<file path="config.mk">
export PLATFORM = sky130hd
export DESIGN_NAME = knight_move_gen
export DESIGN_NICKNAME = d
export VERILOG_FILES = /design/src/rtl/knight_move_gen.sv
export SDC_FILE = /design/constraint.sdc
export NUM_CORES = 1
export LEC_CHECK = 0
export ABC_AREA = 1
export BUFFER_PORTS_ARGS = -buffer_cell sky130_fd_sc_hd__buf_2
export CAP_MARGIN = 5
export CORE_MARGIN = 3
export CORE_UTILIZATION = 54
export DETAILED_ROUTE_END_ITERATION = 16
export PLACE_DENSITY = 0.86
export SYNTH_ARGS = -nofsm -noshare
export SYNTH_HDL_FRONTEND = slang
export SYNTH_SLANG_ARGS = --single-unit
</file>
<file path="constraint.sdc">
create_clock -name clk -period 14.9 [get_ports clk]
set_clock_uncertainty 0.2 [all_clocks]
set_input_delay 0 -clock clk [delete_from_list [all_inputs] [get_ports clk]]
set_output_delay 0 -clock clk [all_outputs]
set_load 0.01 [all_outputs]
</file>
<file path="src/rtl/knight_move_gen.sv">
// Knight move generator: start -> 8 directions, then legal/capture masks + count.
// Latency: start sampled at edge E0, done high for one cycle after edge E9.
// Backpressure: none; start is accepted only in IDLE, otherwise dropped (no queuing).
//
// Ports:
//   clk, rst            rising-edge clock, asynchronous active-high reset
//   start               request pulse (honoured in IDLE only)
//   board[64*SQ_BITS]   packed board, square i = board[SQ_BITS*i +: SQ_BITS], i = row*8+col
//   from_pos[5:0]       knight square, side = mover colour (0 white, 1 black)
//   busy, done          busy from accept until done; done is a one-cycle pulse
//   move_mask[63:0]     legal landing squares
//   capture_mask[63:0]  landing squares holding an enemy piece
//   move_count[3:0]     popcount of move_mask
//   protect_mask[63:0]  same-colour pieces a knight defends (only with KMG_PROTECT_MASK_EN)
//
// Optional feature macro: KMG_PROTECT_MASK_EN.

module knight_move_gen #(
  parameter int SQ_BITS  = 4,
  parameter int NUM_DIRS = 8
) (
  input  logic                    clk,
  input  logic                    rst,
  input  logic                    start,
  input  logic [64*SQ_BITS-1:0]   board,
  input  logic [5:0]              from_pos,
  input  logic                    side,
  output logic                    busy,
  output logic                    done,
  output logic [63:0]             move_mask,
  output logic [63:0]             capture_mask,
  output logic [3:0]              move_count
`ifdef KMG_PROTECT_MASK_EN
  ,
  output logic [63:0]             protect_mask
`endif
);

  // Counter must reach NUM_DIRS itself: that value marks the write-back-only cycle.
  localparam int DIR_W = $clog2(NUM_DIRS + 1);

  typedef enum logic [1:0] {
    S_IDLE = 2'd0,
    S_SCAN = 2'd1,
    S_DONE = 2'd2
  } state_t;

  state_t r_state;
  state_t w_state_nxt;

  logic                  w_accept;
  logic                  w_issue;

  logic [64*SQ_BITS-1:0] r_board;
  logic [5:0]            r_from;
  logic                  r_side;
  logic [DIR_W-1:0]      r_dir;

  logic signed [4:0]     w_drow;
  logic signed [4:0]     w_dcol;
  logic signed [4:0]     w_row;
  logic signed [4:0]     w_col;
  logic                  w_on_board;
  logic [5:0]            w_tgt_idx;
  logic [SQ_BITS-1:0]    w_tgt_sq;
  logic                  w_occupied;
  logic                  w_friend;
  logic                  w_enemy;

  // Stage between the board lookup and the mask update. The lookup is a
  // 64:1 mux of the latched board followed by a colour compare, so it is
  // registered before touching the masks; this is why SCAN runs one cycle
  // past the last direction.
  logic                  r_stg_land;
  logic                  r_stg_cap;
  logic [5:0]            r_stg_idx;

  logic [63:0]           r_move_mask;
  logic [63:0]           r_cap_mask;
  logic [3:0]            r_count;

`ifdef KMG_PROTECT_MASK_EN
  logic                  r_stg_prot;
  logic [63:0]           r_prot_mask;
`endif

  // ---------------------------------------------------------------- FSM
  always_ff @(posedge clk or posedge rst) begin
    if (rst) begin
      r_state <= S_IDLE;
    end else begin
      r_state <= w_state_nxt;
    end
  end

  always_comb begin
    w_state_nxt = r_state;
    w_accept    = 1'b0;
    w_issue     = 1'b0;
    busy        = 1'b0;
    done        = 1'b0;
    case (r_state)
      S_IDLE: begin
        if (start) begin
          w_accept    = 1'b1;
          w_state_nxt = S_SCAN;
        end
      end
      S_SCAN: begin
        busy = 1'b1;
        if (r_dir == DIR_W'(NUM_DIRS)) begin
          // Last direction is being written back on this edge.
          w_state_nxt = S_DONE;
        end else begin
          w_issue = 1'b1;
        end
      end
      S_DONE: begin
        done        = 1'b1;
        w_state_nxt = S_IDLE;
      end
      default: begin
        w_state_nxt = S_IDLE;
      end
    endcase
  end

  // ------------------------------------------------ request latch / dir
  always_ff @(posedge clk or posedge rst) begin
    if (rst) begin
      r_board <= '0;
      r_from  <= '0;
      r_side  <= 1'b0;
      r_dir   <= '0;
    end else if (w_accept) begin
      r_board <= board;
      r_from  <= from_pos;
      r_side  <= side;
      r_dir   <= '0;
    end else if (w_issue) begin
      r_dir   <= r_dir + 1'b1;
    end
  end

  // ------------------------------------------------ target computation
  always_comb begin
    w_drow = 5'sd0;
    w_dcol = 5'sd0;
    case (r_dir[2:0])
      3'd0: begin w_drow = -5'sd1; w_dcol = -5'sd2; end
      3'd1: begin w_drow = -5'sd2; w_dcol = -5'sd1; end
      3'd2: begin w_drow = -5'sd2; w_dcol =  5'sd1; end
      3'd3: begin w_drow = -5'sd1; w_dcol =  5'sd2; end
      3'd4: begin w_drow =  5'sd1; w_dcol =  5'sd2; end
      3'd5: begin w_drow =  5'sd2; w_dcol =  5'sd1; end
      3'd6: begin w_drow =  5'sd2; w_dcol = -5'sd1; end
      3'd7: begin w_drow =  5'sd1; w_dcol = -5'sd2; end
      default: begin w_drow = 5'sd0; w_dcol = 5'sd0; end
    endcase
  end

  // Row and column are handled separately so a move off one edge can never
  // reappear on the opposite edge of a neighbouring row.
  assign w_row      = $signed({2'b00, r_from[5:3]}) + w_drow;
  assign w_col      = $signed({2'b00, r_from[2:0]}) + w_dcol;
  // 0..7 in 5-bit signed means the top two bits are both clear.
  assign w_on_board = (w_row[4:3] == 2'b00) && (w_col[4:3] == 2'b00);
  assign w_tgt_idx  = {w_row[2:0], w_col[2:0]};

  always_comb begin
    w_tgt_sq = '0;
    for (int i = 0; i < 64; i++) begin
      if (w_tgt_idx == 6'(i)) begin
        w_tgt_sq = r_board[i*SQ_BITS +: SQ_BITS];
      end
    end
  end

  assign w_occupied = |w_tgt_sq;
  assign w_friend   = w_occupied && (w_tgt_sq[SQ_BITS-1] == r_side);
  assign w_enemy    = w_occupied && (w_tgt_sq[SQ_BITS-1] != r_side);

  always_ff @(posedge clk or posedge rst) begin
    if (rst) begin
      r_stg_land <= 1'b0;
      r_stg_cap  <= 1'b0;
      r_stg_idx  <= '0;
    end else begin
      r_stg_land <= w_issue && w_on_board && !w_friend;
      r_stg_cap  <= w_issue && w_on_board && w_enemy;
      r_stg_idx  <= w_tgt_idx;
    end
  end

  // ------------------------------------------------ result accumulation
  always_ff @(posedge clk or posedge rst) begin
    if (rst) begin
      r_move_mask <= '0;
      r_cap_mask  <= '0;
      r_count     <= '0;
    end else if (w_accept) begin
      r_move_mask <= '0;
      r_cap_mask  <= '0;
      r_count     <= '0;
    end else begin
      if (r_stg_land) begin
        r_move_mask[r_stg_idx] <= 1'b1;
        r_count                <= r_count + 1'b1;
      end
      if (r_stg_cap) begin
        r_cap_mask[r_stg_idx]  <= 1'b1;
      end
    end
  end

  assign move_mask    = r_move_mask;
  assign capture_mask = r_cap_mask;
  assign move_count   = r_count;

`ifdef KMG_PROTECT_MASK_EN
  always_ff @(posedge clk or posedge rst) begin
    if (rst) begin
      r_stg_prot <= 1'b0;
    end else begin
      r_stg_prot <= w_issue && w_on_board && w_friend;
    end
  end

  always_ff @(posedge clk or posedge rst) begin
    if (rst) begin
      r_prot_mask <= '0;
    end else if (w_accept) begin
      r_prot_mask <= '0;
    end else if (r_stg_prot) begin
      r_prot_mask[r_stg_idx] <= 1'b1;
    end
  end

  assign protect_mask = r_prot_mask;
`endif

endmodule

</file>
### After elaboration in Yosys (flattened, before gate mapping)

Memory sizes are Yosys's and may differ from the RTL's.
Cells that the tools add are included.

* $add $sub $neg: 4
* order comparisons: 2
* equal/unequal tests: 70
* multiplexer cells: 83
* bitwise logic cells: 2
* reduce and logical (&&, ||, !) cells: 17

Operator list (count)
* $mux 4: 68
* $mux 64: 4
* $eq 6x6->1 const B: 32
* $or 64x64->64: 2
* $eq 6x5->1 const B: 16
* $eq 6x4->1 const B: 8
* $eq 6x3->1 const B: 4
* $eq 6x2->1 const B: 2
* $add 4x5->5: 2
* $add 4x1->4 const B: 2
* $logic_and 1x1->1: 7
* $lt 6x7->1 const B: 1
* $mux 1: 7
* $demux 1 s6: 1
* $eq 6x1->1 const B: 1
* $ge 6x1->1 const B: 1
* $logic_not 2->1: 3
* $logic_not 6->1: 1
* $reduce_bool 2->1: 3
* $eq 4x4->1 const B: 1
* $mux 2: 2
* $ne 2x2->1 const B: 2
* $pmux 2 s2: 1
* $reduce_or 4->1: 1
* other kinds (6): 6

* flip-flop bits (word level): 409
* ROM bits: 80
* input bits: 266
* output and inout bits: 134
* word-level logic and storage cells: 190
* memories: 1

Memories
* (name not given): depth 8, width 10, rd ports 1, clocked after Yosys merged registers in 0, write ports 0, line 149 `case (r_dir[2:0])`

### Depth between registers and ports, before layout

An unclocked memory read counts as a cell.

* word-level depth: 71
* gate-level depth with buffers: 55
* mapped depth without buffers: 54

### Worst setup path before layout

Ideal clock, no wire load.

* path type: reg2reg
* start point: reg r_dir[0]
* end point: reg r_stg_cap
* setup time: 118 ps
* data arrival time: 4365 ps
* required time: 14582 ps
* path slack: 10217 ps
* stages on the path, launching flop included: 53
* path buffers: 1
* clock period less this slack: 4683 ps
* cells stage by stage: dfrtp_1 -> inv_1 -> ha_1 -> clkbuf_1 -> ha_1 -> fa_1 -> inv_1 -> nand2_1 -> nor2_1 -> inv_2 -> nor2_1 -> nand2_1 -> nand4_1 -> nand2_1 -> nand4_1 -> nand2_1 -> nand3_1 -> nand2_1 -> [17 not listed] -> nand2_1 -> nand3_1 -> nor2_1 -> nand3_1 -> nand2_1 -> nand4_1 -> nand2_1 -> nand3_1 -> nand2_1 -> nand3_1 -> nor2_1 -> nand2_1 -> nand2_1 -> nand2_1 -> nand2_1 -> nand2_1 -> a21oi_1 -> nor2_1

* word-level cells in the longest chain between the ends: 70
* elaborated cells on any way between the ends: 142
* classes of those cells: add/sub: 2; eq/ne: 65; mux: 66; reduce/logical: 8; memory: 1

RTL lines
* start: declaration: line 57 `logic [DIR_W-1:0] r_dir;`
* start signal: assignment: line 141 `r_dir <= r_dir + 1'b1;`
* $mem_v2 8x10 *
* $add 4x5->5 *: line 165 `assign w_col = $signed({2'b00, r_from[2:0]}) + w_dcol;`
* net w_col[1]: line 62 `logic signed [4:0] w_col;`
* $logic_not 6->1: line 173 `if (w_tgt_idx == 6'(i)) begin`
* $mux 4 (63 in a row): line 173
* $mux 4 *: line 173
* $reduce_or 4->1 / $ne 1x1->1 (equally long branches): line 179, 181
* $logic_and 1x1->1 *: line 181 `assign w_enemy = w_occupied && (w_tgt_sq[SQ_BITS-1] != r_side);`
* $logic_and 1x1->1 *: line 190 `r_stg_cap <= w_issue && w_on_board && w_enemy;`
* end signal: assignment: line 190
* end: declaration: line 75 `logic r_stg_cap;`

The timed path passes the listed nets; every way through them passes the cells marked *.
A chain may end at the register's enable or synchronous reset.

### Worst setup path in the final report

* start point: reg r_dir[0]
* end point: reg r_stg_cap

* word-level cells in the longest chain between the ends: 70
* elaborated cells on any way between the ends: 142
* classes of those cells: add/sub: 2; eq/ne: 65; mux: 66; reduce/logical: 8; memory: 1

RTL lines
* $mem_v2 8x10 *
* $add 4x5->5 *: line 164 `assign w_row = $signed({2'b00, r_from[5:3]}) + w_drow;`
* net w_row[1]: line 61 `logic signed [4:0] w_row;`
* $logic_not 6->1: line 173
* $mux 4 (63 in a row): line 173
* $mux 4 *: line 173
* $reduce_or 4->1 / $ne 1x1->1 (equally long branches): line 179, 181
* $logic_and 1x1->1 *: line 181
* $logic_and 1x1->1 *: line 190

Marked as above.

==> out/summary.md <==
The tools report the clock net sink count as 409. The initial utilization of the core area, before any placement, comes to 54.9%. STA classifies the critical path endpoint as a flip-flop. On the critical path, the stage with the largest delay is an instance of sky130_fd_sc_hd__fa_1.

The first TritonRoute pass finished after 8 iterations. The analysis attributes to cell leakage a power of 13.5 nW. The remaining number of nets flagged by the antenna check after routing was 0.

Data arrival at the endpoint of the critical path: 6200 ps. The gate count after technology mapping is 2384. IR analysis of the VDD net gives a maximum drop of 0.135 mV. In the final layout, the multi-input gates occupy 7110 µm². The die covers 36400 µm². The finished layout holds 3584 standard cells, fillers aside. In this run, synthesis produced a sequential element count of 409. The post-route fraction of the period consumed by the critical path is 40.1%. TritonCTS built the clock tree.

The logs give 43 for the clock buffer count from CTS and 116 mm for the first-pass GRT wire length. Global routing finished with a remaining overflow of 0. The logs give 0 for the count of synthesis-stage warnings from yosys and 0 for the number of setup violations in the final report. Using the TritonRoute via totals, the vias-per-cell ratio works out to 5.77.

The final hold slack was -21.7 ps; the average cell area after synthesis was 7.74 µm². The cell area that synthesis handed to floorplanning was 18400 µm². The endpoint identified for the worst register-to-register timing path is r_stg_cap.

The tools report the H-tree depth as 2. The run gives 67 as the number of placement rows. The startpoint identified for the worst register-to-register timing path is r_dir[0].

Global routing used 41.2% of the available tracks. The horizontal extent of the die was 191 µm. The HPWL after detailed placement is 41.1 mm. Derived from the worst setup path, the maximum achievable clock frequency is 168 MHz. The run gives 9 as the number of failing hold endpoints at the final stage.

Start-to-end type of the worst setup path: flip-flop to flip-flop. The checks that failed: hold timing. For the finished layout, the period the worst path requires is 5970 ps.

Across the run, the number of max-cap violations was 0. Cell occurring most often along the worst timing path: sky130_fd_sc_hd__nand2_1. For this design the ratio of total power to cell area is 215 nW/µm².

Across the whole layout, storage elements account for 10200 µm². The total instance count after detailed placement was 3145. Number of pins with negative max-slew slack in the final report: 0. Summed over all failing endpoints, the final setup total negative slack is 0 ps. Initial antenna violation count: 7.

The worst setup path is launched from a flip-flop. Measured against its own limit, the worst slew margin works out to 22.6%. The maximum fanout along the worst path was 17. The floorplan core area was 33600 µm²; the final weighted congestion of routability-driven global placement was 0.977.

The clock-pin slew reported for the worst setup and hold paths after clock tree synthesis came out at 60 ps. The critical path starts at r_dir[0]. In this run, distinct cell masters in the synthesized netlist total 37. Pin placement for this block handled 400 I/O pins.

The via total after detailed routing was 20.7k; the height of the die was 191 µm. The flow ran to the end, but the final reports show violations. The number of global-route vias before repair is 20.7k. The final layout contains routed wiring with a total length of 76.0 mm.

In this run the worst setup path terminates at r_stg_cap. The required time of the critical path was 15130 ps; the number of remaining DRC errors was 0. In this run, the number of DRC markers left after iteration 0 of detailed routing was 2503.

Relative to the synthesized area, the layout overhead comes to 39.8%. Summing the sequential cell areas from Yosys gives 55.5% of the chip area. The number of cell instances on the worst register-to-register path was 48. Counting every net in the synthesized netlist gives 2666.

Number of nets in the final layout: 3380. Path type of the worst min-delay path: primary input to asynchronous set/reset pin. The number of fillers in the final layout was 2059. Entering global routing, the biggest net connects 211 pins. The number of port buffers came out at 399. The tools report the root buffer cell as sky130_fd_sc_hd__clkbuf_16.

Setup repair after global routing left no endpoint under its margin. The actual slew at the worst max-slew pin is 1160 ps, and the minimum setup slack among reg-to-reg paths is 8930 ps. In the final layout, the share of cells above drive strength 1 is 16.8%. The detailed-route wire length per cell is 21.2 µm, and the maximum root-to-sink buffer count is 3.

The biggest cell delay along the critical path came out at 670 ps. The insertion delay to the later sink of the worst-skew pair came out at 550 ps.
[critical path, delay by kind of cell, from the launching register on]
kind                     cells  cell delay (ps)
adder cells (fa/ha/maj)      3             1190
flip-flops                   1              410
AO/OA/AOI/OAI                1              140
AND/OR/NAND/NOR             41             3560
buffers and inverters        3              360
[worst min-delay path by stage]
stage	end	cells after the start
6_report	capture_mask[2]	3
2_1_floorplan	r_board[0]	2
3_5_place_dp	r_board[227]	3
3_3_place_gp	r_board[222]	3
4_1_cts	r_board[185]	4
5_1_grt	r_board[69]	4
[per-stage QoR]
stage / setup WS [ps] / cell area [µm²] / power, mW / utilization [%] / hold slack [ps]
6_report: 8930 / 25800 / 5.56 / 76.7 / -21.7
3_3_place_gp: 9370 / 20700 / 3.99 / 61.7 / -6.10
4_1_cts: 9140 / 25800 / 5.32 / 76.7 / 0.176
5_1_grt: 8420 / 25800 / 5.88 / 76.7 / 15.0
3_5_place_dp: 9220 / 20700 / 4.07 / 61.7 / -3.09
2_1_floorplan: 3320 / 18400 / 3.37 / - / -90.4
[layout by cell type (no fill, tap or decap), types with 2 or more instances in the layout]
| cell type | count |
|---|---|
| sky130_fd_sc_hd__dlygate4sd3_1 | 356 |
| sky130_fd_sc_hd__o21ai_0 | 59 |
| sky130_fd_sc_hd__nand2_2 | 3 |
| sky130_fd_sc_hd__inv_8 | 2 |
| sky130_fd_sc_hd__nor3_1 | 4 |
| sky130_fd_sc_hd__nor2_1 | 260 |
| sky130_fd_sc_hd__fa_1 | 2 |
| sky130_fd_sc_hd__clkinv_2 | 9 |
| sky130_fd_sc_hd__or2_2 | 24 |
| sky130_fd_sc_hd__clkinvlp_4 | 4 |
| sky130_fd_sc_hd__ha_1 | 14 |
| sky130_fd_sc_hd__inv_1 | 190 |
| sky130_fd_sc_hd__and3_1 | 4 |
| sky130_fd_sc_hd__bufinv_16 | 5 |
| sky130_fd_sc_hd__o22ai_1 | 4 |
| sky130_fd_sc_hd__dfrtp_1 | 407 |
| sky130_fd_sc_hd__a21oi_1 | 154 |
| sky130_fd_sc_hd__nand2_1 | 1032 |
| sky130_fd_sc_hd__nor2_2 | 6 |
| sky130_fd_sc_hd__inv_2 | 5 |
| sky130_fd_sc_hd__nand4_1 | 37 |
| sky130_fd_sc_hd__dfrtp_2 | 2 |
| sky130_fd_sc_hd__buf_4 | 7 |
| sky130_fd_sc_hd__diode_2 | 6 |
| sky130_fd_sc_hd__clkbuf_8 | 6 |
| sky130_fd_sc_hd__clkinv_4 | 2 |
| sky130_fd_sc_hd__clkbuf_16 | 45 |
| sky130_fd_sc_hd__buf_2 | 399 |
| sky130_fd_sc_hd__clkbuf_1 | 5 |
| sky130_fd_sc_hd__nand3_1 | 64 |
[area by class of cell]
class / instances / area share (%)
sequential: 409 / 39.7
multi-input combinational: 1682 / 27.6
timing repair buffer: 763 / 21.8
clock buffer: 56 / 4.76
inverter: 199 / 2.96
tap: 448 / 2.17
clock inverter: 21 / 0.975
antenna: 6 / 0.0582
[power breakdown]
group / total [mW] / switching, mW / internal [mW]
sequential: 1.84 / 0.321 / 1.52
clock: 1.14 / 0.472 / 0.670
combinational: 2.57 / 1.75 / 0.823
total: 5.56 / 2.54 / 3.01
[timing repair]
| item | CTS | global route |
|---|---|---|
| hold buffers | 356 | 0 |
| setup buffers | 0 | 0 |
| gates resized for setup | 0 | 0 |
| setup endpoints to repair | 0 | 0 |
| endpoints found under the hold margin | 411 | 0 |
[synth_stat cells]
cell,number,area share (%)
sky130_fd_sc_hd__nand2_1,1032,21
sky130_fd_sc_hd__dfrtp_1,409,55
sky130_fd_sc_hd__nor2_1,260,5.3
sky130_fd_sc_hd__inv_1,191,3.9
sky130_fd_sc_hd__a21oi_1,154,4.2
sky130_fd_sc_hd__clkbuf_1,84,1.7
sky130_fd_sc_hd__nand3_1,65,1.8
sky130_fd_sc_hd__o21ai_0,59,1.6
sky130_fd_sc_hd__nand4_1,37,1.3
sky130_fd_sc_hd__or2_2,24,0.81
sky130_fd_sc_hd__ha_1,14,0.95
sky130_fd_sc_hd__buf_1,7,0.14
sky130_fd_sc_hd__inv_2,6,0.12
sky130_fd_sc_hd__nor2_2,6,0.20
sky130_fd_sc_hd__and3_1,4,0.14
sky130_fd_sc_hd__nor3_1,4,0.11
sky130_fd_sc_hd__o22ai_1,4,0.14
sky130_fd_sc_hd__nand2_2,3,0.10
sky130_fd_sc_hd__buf_6,2,0.12
sky130_fd_sc_hd__fa_1,2,0.22
sky130_fd_sc_hd__a21o_1,1,0.041
sky130_fd_sc_hd__a221oi_1,1,0.047
sky130_fd_sc_hd__a31oi_1,1,0.034
sky130_fd_sc_hd__buf_2,1,0.027
sky130_fd_sc_hd__clkinv_1,1,0.020
sky130_fd_sc_hd__inv_4,1,0.034
sky130_fd_sc_hd__mux2i_1,1,0.054
sky130_fd_sc_hd__nand2_4,1,0.061
sky130_fd_sc_hd__nor2_4,1,0.061
sky130_fd_sc_hd__nor2_8,1,0.11
sky130_fd_sc_hd__nor4_1,1,0.034
sky130_fd_sc_hd__o2111ai_1,1,0.047
sky130_fd_sc_hd__o21a_1,1,0.041
sky130_fd_sc_hd__o221ai_1,1,0.047
sky130_fd_sc_hd__o32ai_1,1,0.047
sky130_fd_sc_hd__o41ai_1,1,0.047
sky130_fd_sc_hd__or2_1,1,0.034
[cells by family (layout without fill, tap and decap cells)]
| family | count (synthesis) | count (layout) | synth area share [%] |
|---|---|---|---|
| adder cells (fa/ha/maj) | 16 | 16 | 1.17 |
| other | 0 | 6 | 0 |
| flip-flops | 409 | 409 | 55.5 |
| multiplexers | 1 | 1 | 0.0543 |
| AND/OR/NAND/NOR | 1440 | 1440 | 31.0 |
| buffers and inverters | 293 | 1039 | 6.06 |
| AO/OA/AOI/OAI | 225 | 225 | 6.27 |
[flip-flops by register name, summed over array words and instances (netlist names)]
register      count
move_mask        64
r_board         256
r_stg_idx         6
r_state           2
r_dir             4
r_from            6
r_side            1
r_stg_cap         1
capture_mask     64
move_count        4
r_stg_land        1
[per-layer routing]
metal  routed length [µm]  vias up  share of wire [%]  global-route usage, %
met4                 6860        4                9.0                   29.1
met5                   27        -              0.036                      0
li1                     -     8801                  -                      -
met1                25200     9500                 33                   48.2
met2                34600     1832                 45                   66.0
met3                 9350      539                 12                   11.2
Note: power is estimated with default switching activity, not from simulation.
